$ cat config.mk
export PLATFORM = sky130hd
export DESIGN_NAME = lsu_mem_responder_flat
export DESIGN_NICKNAME = d
export VERILOG_FILES = /design/src/rtl/lsu_mem_responder_pkg.sv /design/src/rtl/lsu_mem_responder_if.sv /design/src/rtl/lsu_mem_responder_timeout_ctr.sv /design/src/rtl/lsu_mem_responder.sv /design/src/flat_wrapper.sv
export SDC_FILE = /design/constraint.sdc
export NUM_CORES = 1
export LEC_CHECK = 0
export BUFFER_PORTS_ARGS = -buffer_cell sky130_fd_sc_hd__buf_4
export CORE_MARGIN = 2
export CORE_UTILIZATION = 48
export CTS_CLUSTER_DIAMETER = 80
export DETAILED_ROUTE_END_ITERATION = 7
export PLACE_DENSITY = 0.89
export SYNTH_ARGS = -nofsm -noshare
export SYNTH_HDL_FRONTEND = slang
export SYNTH_SLANG_ARGS = --single-unit
$ cat constraint.sdc
create_clock -name clk -period 4.2 [get_ports clk]
set_clock_uncertainty 0.05 [all_clocks]
set_input_delay 0.63 -clock clk [delete_from_list [all_inputs] [get_ports clk]]
set_output_delay 0.63 -clock clk [all_outputs]
set_load 0.01 [all_outputs]
$ cat src/rtl/lsu_mem_responder_pkg.sv
// Shared definitions for the load/store responder: opcodes, instruction field
// layout and the FSM state encoding.
package tisc_pkg;

    localparam int unsigned INSTR_W = 16;
    localparam int unsigned FIELD_W = 4;

    localparam logic [FIELD_W-1:0] OP_LOAD  = 4'b0000;
    localparam logic [FIELD_W-1:0] OP_STORE = 4'b0001;

    // Instruction field LSB positions
    localparam int unsigned F_OP_LSB   = 0;
    localparam int unsigned F_RD_LSB   = 4;
    localparam int unsigned F_BASE_LSB = 8;
    localparam int unsigned F_IMM_LSB  = 12;

    typedef enum logic [1:0] {
        IDLE = 2'd0,
        REQ  = 2'd1,
        WB   = 2'd2
    } lsu_state_t;

endpackage

$ cat src/rtl/lsu_mem_responder_if.sv
// Data-memory request/acknowledge port.
//   master: drives mem_req/mem_we/mem_addr/mem_wdata, receives mem_ack/mem_rdata
//   slave : the memory side of the same handshake
interface lsu_mem_responder_if #(
    parameter int unsigned DATA_W = 16,
    parameter int unsigned ADDR_W = 8
);
    logic              mem_req;
    logic              mem_we;
    logic [ADDR_W-1:0] mem_addr;
    logic [DATA_W-1:0] mem_wdata;
    logic              mem_ack;
    logic [DATA_W-1:0] mem_rdata;

    modport master (
        output mem_req, mem_we, mem_addr, mem_wdata,
        input  mem_ack, mem_rdata
    );

    modport slave (
        input  mem_req, mem_we, mem_addr, mem_wdata,
        output mem_ack, mem_rdata
    );
endinterface

$ cat src/rtl/lsu_mem_responder_timeout_ctr.sv
// Watchdog for an outstanding memory request (built into the responder only
// when LSU_TIMEOUT_EN is defined).
//   clk, rst_n   : clock, synchronous active-low reset
//   i_clear      : restart the count (request being issued)
//   i_run        : request outstanding this cycle
//   o_expired_c  : combinational, high in the TIMEOUT-th running cycle
module lsu_timeout_ctr #(
    parameter int unsigned TIMEOUT = 15
) (
    input  logic clk,
    input  logic rst_n,
    input  logic i_clear,
    input  logic i_run,
    output logic o_expired_c
);
    localparam int unsigned CNT_W = (TIMEOUT > 2) ? $clog2(TIMEOUT) : 1;

    logic [CNT_W-1:0] r_cnt;

    // Count holds at TIMEOUT-1 so the flag stays up until the FSM leaves REQ
    assign o_expired_c = i_run && (r_cnt == CNT_W'(TIMEOUT - 1));

    always_ff @(posedge clk) begin
        if (!rst_n) begin
            r_cnt <= '0;
        end else if (i_clear) begin
            r_cnt <= '0;
        end else if (i_run && !o_expired_c) begin
            r_cnt <= r_cnt + CNT_W'(1);
        end
    end
endmodule

$ cat src/rtl/lsu_mem_responder.sv
// Load/store responder: turns CU load/store enables into one data-memory
// req/ack transaction and writes load results back to the register file.
// Optional feature macro: LSU_TIMEOUT_EN (abort a request after TIMEOUT cycles).
//   clk, rst_n                 : clock, synchronous active-low reset
//   issue_valid / issue_ready  : operation handshake (ready only in IDLE)
//   instr, reg_write_en, mem_write_en, base_data, src_data : operation inputs
//   mem                        : data-memory port (master side)
//   rf_we, rf_waddr, rf_wdata  : register writeback
//   done, err                  : retire pulse and error flag
module lsu_mem_responder
    import tisc_pkg::*;
#(
    parameter int unsigned DATA_W  = 16,
    parameter int unsigned ADDR_W  = 8,
    parameter int unsigned REG_AW  = 4,
    parameter int unsigned TIMEOUT = 15
) (
    input  logic                  clk,
    input  logic                  rst_n,
    input  logic                  issue_valid,
    output logic                  issue_ready,
    input  logic [INSTR_W-1:0]    instr,
    input  logic                  reg_write_en,
    input  logic                  mem_write_en,
    input  logic [DATA_W-1:0]     base_data,
    input  logic [DATA_W-1:0]     src_data,
    lsu_mem_responder_if.master   mem,
    output logic                  rf_we,
    output logic [REG_AW-1:0]     rf_waddr,
    output logic [DATA_W-1:0]     rf_wdata,
    output logic                  done,
    output logic                  err
);
    lsu_state_t r_state, w_state_nxt;

    logic              r_is_load,   w_is_load;
    logic [REG_AW-1:0] r_rd,        w_rd;
    logic              r_mem_req,   w_mem_req;
    logic              r_mem_we,    w_mem_we;
    logic [ADDR_W-1:0] r_mem_addr,  w_mem_addr;
    logic [DATA_W-1:0] r_mem_wdata, w_mem_wdata;
    logic              r_rf_we,     w_rf_we;
    logic [REG_AW-1:0] r_rf_waddr,  w_rf_waddr;
    logic [DATA_W-1:0] r_rf_wdata,  w_rf_wdata;
    logic              r_done,      w_done;
    logic              r_err,       w_err;

    logic              w_accept;
    logic              w_op_load;
    logic              w_op_store;
    logic              w_op_mem;
    logic              w_timeout;
    logic [ADDR_W-1:0] w_eff_addr;
    logic              w_unused_fields;

    assign issue_ready = (r_state == IDLE);
    assign w_accept    = issue_valid && (r_state == IDLE);
    assign w_op_load   = reg_write_en && !mem_write_en;
    assign w_op_store  = mem_write_en && !reg_write_en;
    assign w_op_mem    = w_op_load || w_op_store;

    // Base + zero-extended imm4, truncated to the memory address width (wraps)
    assign w_eff_addr = ADDR_W'(base_data + DATA_W'(instr[F_IMM_LSB +: FIELD_W]));

    // Opcode and base index are not needed: the CU enables select the operation
    // and the base register value arrives on base_data.
    assign w_unused_fields = ^{instr[F_OP_LSB +: FIELD_W], instr[F_BASE_LSB +: FIELD_W]};

`ifdef LSU_TIMEOUT_EN
    lsu_timeout_ctr #(
        .TIMEOUT (TIMEOUT)
    ) u_timeout_ctr (
        .clk         (clk),
        .rst_n       (rst_n),
        .i_clear     (w_accept && w_op_mem),
        .i_run       (r_state == REQ),
        .o_expired_c (w_timeout)
    );
`else
    localparam int unsigned UNUSED_TIMEOUT = TIMEOUT;
    assign w_timeout = 1'b0;
`endif

    // State register
    always_ff @(posedge clk) begin
        if (!rst_n) begin
            r_state <= IDLE;
        end else begin
            r_state <= w_state_nxt;
        end
    end

    // Next-state logic; an ack in the expiry cycle takes priority
    always_comb begin
        w_state_nxt = r_state;
        case (r_state)
            IDLE: if (w_accept && w_op_mem) w_state_nxt = REQ;
            REQ: begin
                if (mem.mem_ack) begin
                    w_state_nxt = r_is_load ? WB : IDLE;
                end else if (w_timeout) begin
                    w_state_nxt = IDLE;
                end
            end
            WB:      w_state_nxt = IDLE;
            default: w_state_nxt = IDLE;
        endcase
    end

    // Next values of the registered outputs
    always_comb begin
        w_is_load   = r_is_load;
        w_rd        = r_rd;
        w_mem_req   = r_mem_req;
        w_mem_we    = r_mem_we;
        w_mem_addr  = r_mem_addr;
        w_mem_wdata = r_mem_wdata;
        w_rf_waddr  = r_rf_waddr;
        w_rf_wdata  = r_rf_wdata;
        w_rf_we     = 1'b0;
        w_done      = 1'b0;
        w_err       = 1'b0;
        case (r_state)
            IDLE: begin
                if (w_accept) begin
                    w_is_load   = w_op_load;
                    w_rd        = instr[F_RD_LSB +: REG_AW];
                    w_mem_addr  = w_eff_addr;
                    w_mem_wdata = src_data;
                    w_mem_we    = w_op_store;
                    w_mem_req   = w_op_mem;
                    // NOP and illegal (both enables) retire without touching memory
                    w_done      = !w_op_mem;
                    w_err       = reg_write_en && mem_write_en;
                end
            end
            REQ: begin
                if (mem.mem_ack) begin
                    w_mem_req = 1'b0;
                    if (r_is_load) begin
                        w_rf_wdata = mem.mem_rdata;
                    end else begin
                        w_done = 1'b1;
                    end
                end else if (w_timeout) begin
                    w_mem_req = 1'b0;
                    w_done    = 1'b1;
                    w_err     = 1'b1;
                end
            end
            WB: begin
                w_rf_we    = 1'b1;
                w_rf_waddr = r_rd;
                w_done     = 1'b1;
            end
            default: begin
                w_mem_req = 1'b0;
            end
        endcase
    end

    // Output and operation registers
    always_ff @(posedge clk) begin
        if (!rst_n) begin
            r_is_load   <= 1'b0;
            r_rd        <= '0;
            r_mem_req   <= 1'b0;
            r_mem_we    <= 1'b0;
            r_mem_addr  <= '0;
            r_mem_wdata <= '0;
            r_rf_we     <= 1'b0;
            r_rf_waddr  <= '0;
            r_rf_wdata  <= '0;
            r_done      <= 1'b0;
            r_err       <= 1'b0;
        end else begin
            r_is_load   <= w_is_load;
            r_rd        <= w_rd;
            r_mem_req   <= w_mem_req;
            r_mem_we    <= w_mem_we;
            r_mem_addr  <= w_mem_addr;
            r_mem_wdata <= w_mem_wdata;
            r_rf_we     <= w_rf_we;
            r_rf_waddr  <= w_rf_waddr;
            r_rf_wdata  <= w_rf_wdata;
            r_done      <= w_done;
            r_err       <= w_err;
        end
    end

    assign mem.mem_req   = r_mem_req;
    assign mem.mem_we    = r_mem_we;
    assign mem.mem_addr  = r_mem_addr;
    assign mem.mem_wdata = r_mem_wdata;
    assign rf_we         = r_rf_we;
    assign rf_waddr      = r_rf_waddr;
    assign rf_wdata      = r_rf_wdata;
    assign done          = r_done;
    assign err           = r_err;
endmodule
$ cat src/flat_wrapper.sv
// flat-port wrapper written by rule: the top's interface ports become plain ports
module lsu_mem_responder_flat import tisc_pkg::*;
#(
    parameter int unsigned DATA_W  = 16,
    parameter int unsigned ADDR_W  = 8,
    parameter int unsigned REG_AW  = 4,
    parameter int unsigned TIMEOUT = 15
)
  (clk, rst_n, issue_valid, issue_ready, instr, reg_write_en, mem_write_en, base_data, src_data, rf_we, rf_waddr, rf_wdata, done, err, mem_mem_req, mem_mem_we, mem_mem_addr, mem_mem_wdata, mem_mem_ack, mem_mem_rdata);
  lsu_mem_responder_if #(.DATA_W(DATA_W), .ADDR_W(ADDR_W)) mem_i ();
  input  logic clk;
  input  logic rst_n;
  input  logic issue_valid;
  output logic issue_ready;
  input  logic [INSTR_W-1:0] instr;
  input  logic reg_write_en;
  input  logic mem_write_en;
  input  logic [DATA_W-1:0] base_data;
  input  logic [DATA_W-1:0] src_data;
  output logic rf_we;
  output logic [REG_AW-1:0] rf_waddr;
  output logic [DATA_W-1:0] rf_wdata;
  output logic done;
  output logic err;
  output wire logic [$bits(mem_i.mem_req)-1:0] mem_mem_req;
  output wire logic [$bits(mem_i.mem_we)-1:0] mem_mem_we;
  output wire logic [$bits(mem_i.mem_addr)-1:0] mem_mem_addr;
  output wire logic [$bits(mem_i.mem_wdata)-1:0] mem_mem_wdata;
  input wire logic [$bits(mem_i.mem_ack)-1:0] mem_mem_ack;
  input wire logic [$bits(mem_i.mem_rdata)-1:0] mem_mem_rdata;
  assign mem_mem_req = mem_i.mem_req;
  assign mem_mem_we = mem_i.mem_we;
  assign mem_mem_addr = mem_i.mem_addr;
  assign mem_mem_wdata = mem_i.mem_wdata;
  assign mem_i.mem_ack = mem_mem_ack;
  assign mem_i.mem_rdata = mem_mem_rdata;
  lsu_mem_responder #(.DATA_W(DATA_W), .ADDR_W(ADDR_W), .REG_AW(REG_AW), .TIMEOUT(TIMEOUT)) u_core (.clk(clk), .rst_n(rst_n), .issue_valid(issue_valid), .issue_ready(issue_ready), .instr(instr), .reg_write_en(reg_write_en), .mem_write_en(mem_write_en), .base_data(base_data), .src_data(src_data), .mem(mem_i), .rf_we(rf_we), .rf_waddr(rf_waddr), .rf_wdata(rf_wdata), .done(done), .err(err));
endmodule
==> results of run 1 <==
-- sequential cells by signal, summed over array words and instances, names as in the netlist --
name,count
u_core.done,1
u_core.rf_wdata,16
u_core.rf_waddr,4
u_core.mem.mem_wdata,16
u_core.rf_we,1
u_core.mem.mem_addr,8
u_core.err,1
u_core.mem.mem_we,1
u_core.r_is_load,1
u_core.mem.mem_req,1
u_core.r_rd,4
u_core.r_state,2
-- layout make-up --
class | count | area [um2] | share of cell area
multi-input cells | 190 | 1044 | 0.3316
well taps | 54 | 67.56 | 0.02147
clock buffers | 5 | 68.82 | 0.02187
inverters | 8 | 30.03 | 0.009543
flip-flops and latches | 56 | 1121 | 0.3563
clock inverters | 3 | 27.53 | 0.008748
repair buffers | 105 | 788.3 | 0.2505
-- critical path, stage by stage --
cell       delay (ns)
buf_4            0.08
ha_1             0.19
inv_1            0.07
fa_1             0.40
nor2b_1          0.12
o21ai_1          0.09
a2111oi_0        0.40
a311o_1          0.17
-- stage by stage --
| step | instances | power (mW) | utilization | hold WS (ns) | cell area [um2] |
|---|---|---|---|---|---|
| floorplan | 271 | 0.6648 | - | 0.3860 | 2310 |
| global placement | 413 | 0.7425 | 0.6501 | 0.3916 | 3050 |
| detailed placement | 413 | 0.7468 | 0.6501 | 0.3968 | 3050 |
| CTS | 421 | 1.046 | 0.6707 | 0.4103 | 3147 |
| global route | 421 | 1.082 | 0.6707 | 0.4292 | 3147 |
| finish | 421 | 1.036 | 0.6707 | 0.4092 | 3147 |
-- routing by layer --
metal	vias to the layer above	wire length (um)	track usage
li1	1088	-	-
met1	966	2239	0.2330
met2	75	2551	0.3423
met3	6	388	0.06036
met4	0	64	0.05253
met5	-	0	0
-- kinds of logic (layout without fill, tap and decap cells) --
group	count (synthesis)	count (layout)
flops	56	56
xor+xnor	1	1
compound gates	63	63
simple gates	114	114
fa+ha+maj	8	8
buf+inv	25	121
mux	4	4
-- cell usage after synthesis (2+ instances only) --
cell / count / area, um2
a211oi_1: 4 / 30.03
a21oi_1: 41 / 205.2
a31oi_1: 2 / 12.51
and2_1: 2 / 12.51
buf_2: 5 / 25.02
buf_4: 2 / 15.01
buf_6: 5 / 56.30
clkbuf_1: 5 / 18.77
dfxtp_1: 56 / 1121
ha_1: 7 / 87.58
inv_1: 8 / 30.03
mux2i_1: 4 / 40.04
nand2_1: 80 / 300.3
nand2b_1: 3 / 18.77
nand3_1: 2 / 10.01
nand3_2: 2 / 20.02
nor2_1: 9 / 33.78
nor2b_1: 3 / 18.77
o211ai_1: 2 / 15.01
o21ai_0: 5 / 25.02
o21ai_1: 2 / 10.01
or3_1: 2 / 12.51
-- power groups by stage --
stage	Combinational, mW	Sequential, mW	Clock [mW]
after floorplan	0.0788	0.586	0
after global placement	0.164	0.579	0
after detailed placement	0.167	0.580	0
after CTS	0.168	0.568	0.311
after global routing	0.183	0.571	0.328
final	0.166	0.568	0.302
-- path summary, 6_finish.rpt --
path | end | depth (start not counted)
max | u_core.mem.mem_addr[4]$_SDFFE_PN0P_ | 8
min | u_core.rf_wdata[5]$_SDFFE_PN0P_ | 2
max reg2reg | u_core.rf_wdata[12]$_SDFFE_PN0P_ | 3
min reg2reg | u_core.rf_wdata[5]$_SDFFE_PN0P_ | 2
==> reports/qor.yml, run 1 <==
power_and_ir_drop:
  power.share.switching: 0.2636
  ir_worst_vdd_v: 0.0001896
  pwr-share-clk: 0.292
  p_int_uw: 763.0
  p_sw_uw: 273.1
  p_comb_frac: 0.160
  seq_power_share: 0.548
  p_per_area_mw_per_mm2: 329.3
  p_leak_nw: 1.392
logic_synthesis:
  synth_edf_count: 0
  synthMuxAreaShare: 0.01733
  synth_flop_cell: "dfxtp_1"
  synth_xor_area_frac: 0.003792
  seq_area_frac_synth: 0.4854
  syn_avg_cell_area_um2: 8.523
  synth.distinct_cells: 42
  synth_top_family_by_area: "simple AND/OR/NAND/NOR gates"
  syn_area_mm2: 0.002310
  syn_nets: 349
  synthAdderAreaFrac: 0.04659
  synth-simple-area-share: 0.2291
  async_reset_ff_frac: 0
  synthesis.instances: 271
  yosys_warnings: 0
  ys_ff_latch: 56
  synth-compound-area-share: 0.1549
routing:
  first_iter_violations: 77
  drcViolationCount: 0
  post_drt_wl_per_cell_um: 12.45
  first_pass_iters: 4
  postRouteAntennaNets: 0
  viasPerCell: 5.071
  wl_mm: 5.243
  dr_total_vias: 2135
sta:
  rsz0062_at_grt: "false"
  max_freq_mhz: 516.2
  slew_viol_final: 0
  setup_tns_ns: 0
  slew_headroom: 0.5318
  min_period_ns: 1.937
  tightestPinTransition_ns: 0.6985
  period_share: 0.4612
  worst_slack_ns: 2.263
  hold_viol: 0
  setup_viol: 0
floorplanning:
  ios: 120
  fp.dieH_um: 73.37
  initial_core_util: 0.4923
  dieArea_mm2: 0.005382
  die_x_um: 73.37
  coreArea_mm2: 0.004692
  rows: 25
placement:
  dp_slack_ns: 1.963
  place.detailed.hpwl_mm: 3.917
  portBuffers: 103
  gp_congestion: 0.7711
cells_and_area:
  area_delta_synth_final_pct: 36.24
  drive_gt1_frac: 0.3297
  diodes: 0
  fillers: 399
  fin_nets: 444
  final_common_cell: "buf_4"
  mostFrequentLayoutCells: "buf_4 (105), nand2_1 (80), dfxtp_1 (56)"
outcome:
  status: "completed"
cts:
  hold_buffers: 0
  cts_htree_levels: 2
  cts_buffer_depth: 2
  clk_latency_ns: 0.30
  cts_buffers: 5
  cts_tree: "done"
  cts_setup_buffers: 0
  ctsRootBufferMaster: "clkbuf_8"
  cts_resized: 0
  cts.sinks: 56
  clk_pin_slew_ns: 0.10
worst_setup_path:
  worstSetupPathType: "input pin to flip-flop"
  end_kind: "flip-flop"
  required_ns: 4.40
  critPathMaxFanout: 3
  start_kind: "input pin"
  arrival_ns: 2.14
  r2r-start: "u_core.r_state[0]$_SDFFE_PN0P_"
  reg2reg_slack_ns: 2.45
  critPathLaunch: "instr[12]"
global_routing:
  grt_pass1_vias: 1969
  grt_pass1_wl_mm: 8.376
  grtUsageTotal: 0.1960
  grt_max_degree: 37
  grt_antenna_before_repair: 0
  overflow: 0
hold_path:
  worstHoldPathType: "flip-flop to flip-flop"
  hold_start: "u_core.rf_wdata[5]$_SDFFE_PN0P_"
flow_run:
  drv_cap: 0
No activity file was read; power rests on OpenSTA's default activity.
==> run 2: changes to the inputs <==
--- a/config.mk
+++ b/config.mk
@@ -7,10 +7,10 @@
 export LEC_CHECK = 0
 export BUFFER_PORTS_ARGS = -buffer_cell sky130_fd_sc_hd__buf_4
 export CORE_MARGIN = 2
-export CORE_UTILIZATION = 48
+export CORE_UTILIZATION = 45
 export CTS_CLUSTER_DIAMETER = 80
 export DETAILED_ROUTE_END_ITERATION = 7
-export PLACE_DENSITY = 0.89
+export PLACE_DENSITY = 0.85
 export SYNTH_ARGS = -nofsm -noshare
 export SYNTH_HDL_FRONTEND = slang
 export SYNTH_SLANG_ARGS = --single-unit
==> constraint.sdc (replaced) <==
create_clock -name clk -period 1.9 [get_ports clk]
set_clock_uncertainty 0.05 [all_clocks]
set_input_delay 0.285 -clock clk [delete_from_list [all_inputs] [get_ports clk]]
set_output_delay 0.285 -clock clk [all_outputs]
set_load 0.01 [all_outputs]
==> run 2 against run 1 <==
Non-clock buffer count is 5 higher. Cell count is 4.8% higher. Register-to-register slack worse by 2.1 ns. Combinational power is 130% higher.
==> reports/qor.yml, run 2 (synthesis gave the netlist of run 1 again) <==
outcome:
  status: "completed"  # unchanged
worst_setup_path:
  critPathMaxFanout: 3  # unchanged
  max_stage_delay_ns: 0.44  # was 0.40 ns
  worstPathCellList: "buf_4, ha_1, inv_1, fa_1, nor2b_1, o21ai_1, a2111oi_0, a311o_1"  # unchanged
  reg2reg_slack_ns: 0.35  # was 2.45 ns
  required_ns: 2.10  # was 4.40 ns
  slowest_stage: "a2111oi_0"  # was fa_1
  critPathLaunch: "instr[12]"  # unchanged
  arrival_ns: 1.82  # was 2.14 ns
  reg2regPathDepth: 3  # unchanged
  end_kind: "flip-flop"  # unchanged
  start_kind: "input pin"  # unchanged
  crit_end: "u_core.mem.mem_addr[4]$_SDFFE_PN0P_"  # unchanged
  reg2reg_to: "u_core.rf_wdata[12]$_SDFFE_PN0P_"  # unchanged
  r2r-start: "u_core.r_state[0]$_SDFFE_PN0P_"  # unchanged
  worstSetupPathType: "input pin to flip-flop"  # unchanged
floorplanning:
  ios: 120  # unchanged
  rows: 26  # was 25
  die_x_um: 75.64  # was 73.37 um
  coreArea_mm2: 0.005042  # was 0.004692 mm2
  dieArea_mm2: 0.005721  # was 0.005382 mm2
  initial_core_util: 0.4581  # was 0.4923
  fp.dieH_um: 75.64  # was 73.37 um
power_and_ir_drop:
  p_per_area_mw_per_mm2: 774.7  # was 329.3 mW/mm2
  power_mw: 2.517  # was 1.036 mW
  p_leak_nw: 1.438  # was 1.392 nW
  ir_worst_vdd_v: 0.0005244  # was 0.0001896 V
  power.share.switching: 0.2277  # was 0.2636
  seq_power_share: 0.498  # was 0.548
  p_sw_uw: 573.3  # was 273.1 uW
  p_comb_frac: 0.151  # was 0.160
  pwr-share-clk: 0.350  # was 0.292
  p_int_mw: 1.944  # was 763.0 uW
sta:
  max_freq_mhz: 617.8
  setup_viol: 0  # unchanged
  setup_tns_ns: 0  # unchanged
  worst_slack_ns: 0.2814  # was 2.263 ns
  fin_hold_ws_ns: 0.1683  # was 0.4092 ns
  slew_headroom: 0.6329  # was 0.5318
  hold_viol: 0  # unchanged
  tightestPinTransition_ns: 0.5500  # was 0.6985 ns
  min_period_ns: 1.619
  slew_viol_final: 0  # unchanged
  period_share: 0.8519
  rsz0062_at_grt: "false"  # unchanged
cts:
  ctsRootBufferMaster: "clkbuf_8"  # unchanged
  cts_tree: "done"  # unchanged
  clk_latency_ns: 0.30  # about the same
  cts_resized: 0  # unchanged
  cts_buffer_depth: 2  # unchanged
  cts_htree_levels: 2  # unchanged
  cts_buffers: 5  # unchanged
  cts_setup_buffers: 0  # unchanged
  cts.sinks: 56  # unchanged
  clk_pin_slew_ns: 0.09  # was 0.10 ns
  hold_buffers: 0  # unchanged
routing:
  postRouteAntennaNets: 0  # unchanged
  drcViolationCount: 0  # unchanged
  dr_total_vias: 2145  # was 2135
  wl_mm: 5.476  # was 5.243 mm
  post_drt_wl_per_cell_um: 12.42  # was 12.45 um
  viasPerCell: 4.864  # was 5.071
  first_pass_iters: 4  # unchanged
  first_iter_violations: 75  # was 77
placement:
  dp.cells: 434  # was 413
  dpl_cell_area_mm2: 0.003120  # was 0.003050 mm2
  dp_slack_ns: -0.03168  # was 1.963 ns
  place.detailed.hpwl_mm: 4.166  # was 3.917 mm
  portBuffers: 103  # unchanged
  gp_congestion: 0.7858  # was 0.7711
cells_and_area:
  area_delta_synth_final_pct: 40.68  # was 36.24%
  finalNonFillerCells: 441  # was 421
  fin_nets: 449  # was 444
  diodes: 0  # unchanged
  drive_gt1_frac: 0.3369  # was 0.3297
  mostFrequentLayoutCells: "buf_4 (109), nand2_1 (80), dfxtp_1 (56)"  # was buf_4 (105), nand2_1 (80), dfxtp_1 (56)
  final_common_cell: "buf_4"  # unchanged
  post-route-util: 0.6444  # was 0.6707
  fin_area_mm2: 0.003249  # was 0.003147 mm2
hold_path:
  worstHoldPathType: "input pin to flip-flop"  # was flip-flop to flip-flop
global_routing:
  grt_max_degree: 34  # was 37
  grt_antenna_before_repair: 0  # unchanged
  grt_pass1_vias: 2017  # was 1969
  overflow: 0  # unchanged
  grtUsageTotal: 0.1954  # was 0.1960
  grt_pass1_wl_mm: 8.618  # was 8.376 mm
flow_run:
  drv_cap: 0  # unchanged
run 2: critical path: cells and delay by family:
kind / cells / cell delay (ns)
compound gates: 3 / 0.68
simple gates: 1 / 0.13
fa+ha+maj: 2 / 0.58
buf+inv: 2 / 0.15
run 2: power by group through the flow:
stage / combinational, mW / clock, mW / sequential (mW)
after floorplan: 0.174 / 0 / 1.30
after global placement: 0.376 / 0 / 1.28
after detailed placement: 0.383 / 0 / 1.28
after CTS: 0.386 / 0.916 / 1.26
after global routing: 0.422 / 0.959 / 1.26
final: 0.381 / 0.882 / 1.25
run 2: layout make-up:
type	count	area, um2
well taps	70	87.58
fillers	459	1793
flip-flops and latches	56	1121
clock buffers	5	68.82
inverters	8	30.03
clock inverters	2	60.06
repair buffers	110	838.3
multi-input cells	190	1044
run 2: routing by layer:
layer / track usage / vias up / routed length, um
met5: 0 / - / 0
met3: 0.07937 / 5 / 585
met1: 0.2079 / 964 / 2141
met4: 0.04678 / 0 / 42
li1: - / 1093 / -
met2: 0.3594 / 83 / 2707
run 2: how the worst min path moves through the flow:
stage,startpoint,to,slack (ns),cells after the start
after CTS,src_data[12],u_core.mem.mem_wdata[12]$_SDFFE_PN0P_,0.15,3
after global routing,instr[7],u_core.r_rd[3]$_SDFFE_PN0P_,0.16,3
after detailed placement,u_core.mem.mem_wdata[0]$_SDFFE_PN0P_,u_core.mem.mem_wdata[0]$_SDFFE_PN0P_,0.40,2
final,src_data[14],u_core.mem.mem_wdata[14]$_SDFFE_PN0P_,0.17,3
after floorplan,instr[4],u_core.r_rd[0]$_SDFFE_PN0P_,0.37,2
after global placement,u_core.r_rd[2]$_SDFFE_PN0P_,u_core.r_rd[2]$_SDFFE_PN0P_,0.39,2
